## src/rtl/control_signals_if.sv

```systemverilog
// Microinstruction bundle: the ROM word and instruction register fields in, the registered datapath controls out.
interface control_signals_if;
  logic [34:0] ROMIN;
  logic [3:0]  WR;
  logic [3:0]  RR;
  logic [15:0] WE;
  logic [15:0] RE;
  logic [11:0] CTL;
  logic [2:0]  ALUMUX;
  logic [2:0]  ALUCTRL;
  logic [4:0]  NXTADD;

  modport master (
    output ROMIN, WR, RR,
    input  WE, RE, CTL, ALUMUX, ALUCTRL, NXTADD
  );

  modport slave (
    input  ROMIN, WR, RR,
    output WE, RE, CTL, ALUMUX, ALUCTRL, NXTADD
  );
endinterface

```

## src/rtl/control_signals.sv

```systemverilog
// Decodes a control-ROM microinstruction into registered one-hot write/read enables plus pass-through fields.
// Optional macro CTRLSIG_ZERO_REG_EN: WE0 is never asserted, so register 0 is read-only.
module control_signals (
  input logic              clk,
  input logic              reset_n,
  control_signals_if.slave bus
);
  // ROMIN field slices
  logic [4:0]  nxtadd_f;
  logic [2:0]  aluctrl_f;
  logic [2:0]  alumux_f;
  logic        wen, wsrc, ren, rsrc;
  logic [3:0]  wsel, rsel;
  logic [11:0] ctl_f;

  assign nxtadd_f  = bus.ROMIN[34:30];
  assign aluctrl_f = bus.ROMIN[29:27];
  assign alumux_f  = bus.ROMIN[26:24];
  assign wen       = bus.ROMIN[23];
  assign wsrc      = bus.ROMIN[22];
  assign wsel      = bus.ROMIN[21:18];
  assign ren       = bus.ROMIN[17];
  assign rsrc      = bus.ROMIN[16];
  assign rsel      = bus.ROMIN[15:12];
  assign ctl_f     = bus.ROMIN[11:0];

  logic [3:0]  wr_idx, rd_idx;
  logic [15:0] we_d, re_d;

  always_comb begin
    wr_idx = wsrc ? bus.WR : wsel;
    rd_idx = rsrc ? bus.RR : rsel;
    we_d   = '0;
    re_d   = '0;
    if (wen) we_d[wr_idx] = 1'b1;
    if (ren) re_d[rd_idx] = 1'b1;
`ifdef CTRLSIG_ZERO_REG_EN
    we_d[0] = 1'b0;
`else
    we_d[0] = we_d[0];
`endif
  end

  logic [15:0] we_q, re_q;
  logic [11:0] ctl_q;
  logic [2:0]  alumux_q, aluctrl_q;
  logic [4:0]  nxtadd_q;

  // Reset forces NXTADD to 0 so the sequencer restarts at microaddress 0.
  always_ff @(posedge clk or negedge reset_n) begin
    if (!reset_n) begin
      we_q      <= '0;
      re_q      <= '0;
      ctl_q     <= '0;
      alumux_q  <= '0;
      aluctrl_q <= '0;
      nxtadd_q  <= '0;
    end else begin
      we_q      <= we_d;
      re_q      <= re_d;
      ctl_q     <= ctl_f;
      alumux_q  <= alumux_f;
      aluctrl_q <= aluctrl_f;
      nxtadd_q  <= nxtadd_f;
    end
  end

  assign bus.WE      = we_q;
  assign bus.RE      = re_q;
  assign bus.CTL     = ctl_q;
  assign bus.ALUMUX  = alumux_q;
  assign bus.ALUCTRL = aluctrl_q;
  assign bus.NXTADD  = nxtadd_q;
endmodule

```

## src/flat_wrapper.sv

```systemverilog
// flat-port wrapper written by rule: the top's interface ports become plain ports
module control_signals_flat 
  (clk, reset_n, bus_ROMIN, bus_WR, bus_RR, bus_WE, bus_RE, bus_CTL, bus_ALUMUX, bus_ALUCTRL, bus_NXTADD);
  control_signals_if bus_i ();
  input logic clk;
  input logic reset_n;
  input wire logic [$bits(bus_i.ROMIN)-1:0] bus_ROMIN;
  input wire logic [$bits(bus_i.WR)-1:0] bus_WR;
  input wire logic [$bits(bus_i.RR)-1:0] bus_RR;
  output wire logic [$bits(bus_i.WE)-1:0] bus_WE;
  output wire logic [$bits(bus_i.RE)-1:0] bus_RE;
  output wire logic [$bits(bus_i.CTL)-1:0] bus_CTL;
  output wire logic [$bits(bus_i.ALUMUX)-1:0] bus_ALUMUX;
  output wire logic [$bits(bus_i.ALUCTRL)-1:0] bus_ALUCTRL;
  output wire logic [$bits(bus_i.NXTADD)-1:0] bus_NXTADD;
  assign bus_i.ROMIN = bus_ROMIN;
  assign bus_i.WR = bus_WR;
  assign bus_i.RR = bus_RR;
  assign bus_WE = bus_i.WE;
  assign bus_RE = bus_i.RE;
  assign bus_CTL = bus_i.CTL;
  assign bus_ALUMUX = bus_i.ALUMUX;
  assign bus_ALUCTRL = bus_i.ALUCTRL;
  assign bus_NXTADD = bus_i.NXTADD;
  control_signals u_core (.clk(clk), .reset_n(reset_n), .bus(bus_i));
endmodule
```

## config.mk

```make
export PLATFORM = sky130hd
export DESIGN_NAME = control_signals_flat
export DESIGN_NICKNAME = d
export VERILOG_FILES = /design/src/rtl/control_signals_if.sv /design/src/rtl/control_signals.sv /design/src/flat_wrapper.sv
export SDC_FILE = /design/constraint.sdc
export NUM_CORES = 1
export LEC_CHECK = 0
export CORE_MARGIN = 3
export CORE_UTILIZATION = 35
export DETAILED_ROUTE_END_ITERATION = 12
export PLACE_DENSITY = 0.75
export SLEW_MARGIN = 20
export SYNTH_ARGS = -nofsm -noshare
export SYNTH_HDL_FRONTEND = slang
export SYNTH_SLANG_ARGS = --single-unit
```

## constraint.sdc

```tcl
create_clock -name clk -period 0.8 [get_ports clk]
set_input_delay 0.08 -clock clk [delete_from_list [all_inputs] [get_ports clk]]
set_output_delay 0.08 -clock clk [all_outputs]
set_load 0.01 [all_outputs]
```

### Yosys cells after proc, flatten, opt, wreduce, memory -nomap -nowiden

Index checks and enable logic that the tools add are counted.

* reduce and logical (&&, ||, !) cells: 2
* multiplexer cells: 8
* magnitude comparators: 4

Operator list (number)
* $mux W16: 2
* $lt A4 B5 Y1 const B: 2
* $demux W1 S4: 2
* $ge A4 B1 Y1 const B: 2
* $mux W4: 2
* $logic_and A1 B1 Y1: 2
* $mux W1: 2

* register bits: 55

### Logic depth before layout (Yosys ltp)

* depth after elaboration: 6
* depth in mapped cells: 3
* gate-level depth less buffers: 2

### Least setup slack after synthesis

OpenSTA, ideal clock, no wires.

* path type: input port to flip-flop
* start: in bus_ROMIN[22]
* end: reg u_core.we_q[14], in the netlist u_core.bus.WE[14]
* slack: -0.063 ns
* arrival: 0.776 ns
* stages: 3
* cell sequence: buf_2 > or3b_4 > a22oi_1

* cells in the longest elaborated chain, start to end: 6
* elaborated cells on any way between the ends: 7
* classes of those cells: order compare (2); mux (4); reduce/logical (1)

Ends and longest elaborated chain
* start, declared: line flat_wrapper.sv:7 `input wire logic [$bits(bus_i.ROMIN)-1:0] bus_ROMIN;`
* $mux W4 *: line control_signals.sv:31 `wr_idx = wsrc ? bus.WR : wsel;`
* $lt A4 B5 Y1 (not written as such) or $ge A4 B1 Y1 (tied branches): line control_signals.sv:35 `if (wen) we_d[wr_idx] = 1'b1;`
* $logic_and A1 B1 Y1 (not written as such): line control_signals.sv:35
* $mux W1 (not written as such): line control_signals.sv:35
* $demux W1 S4 *
* $mux W16 *: line control_signals.sv:35
* net u_core.we_d[14]: line control_signals.sv:28 `logic [15:0] we_d, re_d;`
* end signal, assigned: line control_signals.sv:59 `we_q <= we_d;`
* end, declared: line control_signals.sv:44 `logic [15:0] we_q, re_q;`

Mark *: on every way through the listed nets, which the timed path passes. The rest lies on a longest branch.

### Worst setup path after layout

* start: reg u_core.we_q[14], in the netlist u_core.bus.WE[14]
* end: out bus_WE[14]

RTL lines
* end, declared: line flat_wrapper.sv:10 `output wire logic [$bits(bus_i.WE)-1:0] bus_WE;`

No word-level cell between the ends.

==> reports/metrics.cfg <==
[critical_path]
crit_cells=1
critPathLaunchType=register
critical-path-max-stage-delay_ps=390
crit_required_ps=720
cp-end-kind=output pin
crit_path_max_fanout=1
path_delay_family=flip-flops
cp_slowest_cell=dfrtp_1
critPathBufInv=1
crit_path_start=u_core.bus.WE[14]$_DFF_PN0_
setup.worst_path.end=bus_WE[14]
critPathKind=register to output pin
cp.arrival_ps=830
cp_cell_sequence=buf_2

[power]
power_mw=5.200
p_per_area_mw_per_mm2=1645
max-vdd-ir-drop_v=0.0007583
p_leak_nw=1.477

[detailed_routing]
drt-vias-per-instance=5.111
wire_per_inst_um=16.79
finalWirelength_mm=5.288
drtIter0Drc=103
ant_nets=0
drc=0
drt_first_pass_iters=4
vias=1610

[place]
finalWeightedCongestion=0.8563
dp_hpwl_mm=3.705
io_buffers=99
placed_area_sq_mm=0.003100

[logic_synthesis]
synth_nets=166
netlist_area_sq_mm=0.001926
netlist-cell-type-count=14
ys_seq_elements=55
synth.yosys.seq_area_share_pct=71.47
avgSynthCellArea_sq_um=15.91
synthTopCellsByArea=dfrtp_1 71%, a22oi_1 12%, nand4bb_1 3.5%
yosys_warnings=0
post-synth-top-area-cell=dfrtp_1
synth_cells=121
yosysTopAreaCellShare_pct=71.47

[run]
maxCapViolCount=0

[timing]
hold_viol_final=0
fin_ws_ps=-114.5
rsz0062_at_grt=true
slew_violations=0
period_needed_ps=914.5
fmax_mhz=1093
period_share_pct=114.3
slew_headroom_pct=81.16
worst_pin_slew_ps=282.6
finalSetupViolCount=56
tns_ps=-4704

[floorplan]
die_y_um=80.18
pin_count=100
die_w_um=80.18
die-area_sq_mm=0.006428
num_rows=26
core_area_sq_mm=0.005205
initial_utilization_pct=37.00

[clock_network]
clock_tree.root_cell=clkbuf_8
clk_path_buf_depth=2
clock_sinks=55
htree_levels=2
cts_buffers=5
cts_tree=built
cts.clk_slew.worst_paths_ps=100

[cells_and_area]
post-route-cell-area_sq_mm=0.003161
antennaDiodeCount=0
fin_util_pct=60.72
num-nets-final=289
syn2layout_area_growth_pct=64.13
nFillCells=445
drive_gt1_share_pct=46.12

[global_routing]
grt_pass1_wl_mm=8.190
grt_overflow=0
globalRouteTotalUtil_pct=16.80
antenna_found_initial=0
grt_max_degree=56
grt_pass1_vias=1615

[status]
status=complete, but fails checks
violations=negative setup slack

[worst_hold_path]
hold_path.class=input port to register

synth_stat cells:
library cell / number
buf_2: 1
or4b_4: 2
or3_1: 1
or3_4: 1
nand3b_1: 6
or3b_4: 3
nand4_1: 2
dfrtp_1: 55
buf_6: 1
nand4bb_1: 6
a22oi_1: 32
nand4b_1: 6
or3b_1: 3
nand3_1: 2
cell type report:
cell class / instances / area, sq um / share of cell area [%]
multi-input cells: 64 / 663.1 / 20.98
clock inverters: 2 / 16.27 / 0.5146
repair buffers: 118 / 934.6 / 29.57
clock buffers: 6 / 82.58 / 2.613
flip-flops and latches: 55 / 1376 / 43.55
well taps: 70 / 87.58 / 2.771
registers in the layout (all words and copies together), names as in the netlist:
| register | cells |
|---|---|
| u_core.bus.RE | 16 |
| u_core.bus.WE | 16 |
| u_core.bus.CTL | 12 |
| u_core.bus.NXTADD | 5 |
| u_core.bus.ALUCTRL | 3 |
| u_core.bus.ALUMUX | 3 |
worst min path at each step:
stage	start	end	slack, ps	cells past startpoint
CTS	bus_ROMIN[16]	u_core.bus.RE[1]$_DFF_PN0_	150	3
global placement	reset_n	u_core.bus.CTL[9]$_DFF_PN0_	90	2
floorplan	reset_n	u_core.bus.ALUCTRL[0]$_DFF_PN0_	-220	0
detailed placement	reset_n	u_core.bus.CTL[9]$_DFF_PN0_	100	2
global route	bus_ROMIN[16]	u_core.bus.RE[3]$_DFF_PN0_	150	3
finish	bus_ROMIN[16]	u_core.bus.RE[1]$_DFF_PN0_	160	3
cells by family after synthesis:
| kind of cell | share of synthesized area, % |
|---|---|
| flops | 71.47 |
| simple gates | 15.20 |
| compound gates | 12.48 |
| buf+inv | 0.8444 |
power breakdown:
| group | internal [mW] | total, mW | switching, mW | leakage (nW) |
|---|---|---|---|---|
| sequential | 2.87 | 2.89 | 0.0251 | 0.712 |
| combinational | 0.393 | 0.729 | 0.335 | 0.718 |
| clock | 0.708 | 1.58 | 0.873 | 0.0474 |
placed cells by master (no fill, tap or decap), drive strengths merged:
cell            n
a22oi          32
buf            76
clkbuf          6
clkdlybuf4s15   3
clkdlybuf4s50  23
clkinv          1
clkinvlp        1
dfrtp          55
dlygate4sd2    15
dlygate4sd3     1
nand3           2
nand3b          6
nand4           2
nand4b          6
nand4bb         6
or3             2
or3b            6
or4b            2
metal layers:
metal | vias to the layer above | routed length [um] | GRT usage, %
li1 | 725 | - | -
met1 | 800 | 2015 | 19.32
met2 | 80 | 2721 | 29.88
met3 | 5 | 487 | 5.157
met4 | 0 | 65 | 4.899
met5 | - | 0 | 0
stage by stage:
| stage | setup slack [ps] | std cells | hold WS (ps) |
|---|---|---|---|
| 6_report | -114.5 | 315 | 163.1 |
| 5_1_grt | -161.1 | 315 | 151.4 |
| 4_1_cts | -126.0 | 314 | 146.4 |
| 3_5_place_dp | -665.0 | 302 | 96.54 |
| 3_3_place_gp | -624.0 | 302 | 91.53 |
| 2_1_floorplan | -49.79 | 121 | -215.6 |
what timing repair did:
item / CTS / global route
hold endpoints to repair: 55 / 0
setup buffers: 2 / 1
endpoints found under the setup margin: 87 / 69
cloned: 1 / 0
hold buffers: 1 / 0
gates resized for setup: 277 / 13
pin swaps: 15 / 4
Note: power is estimated with default switching activity, not from simulation.
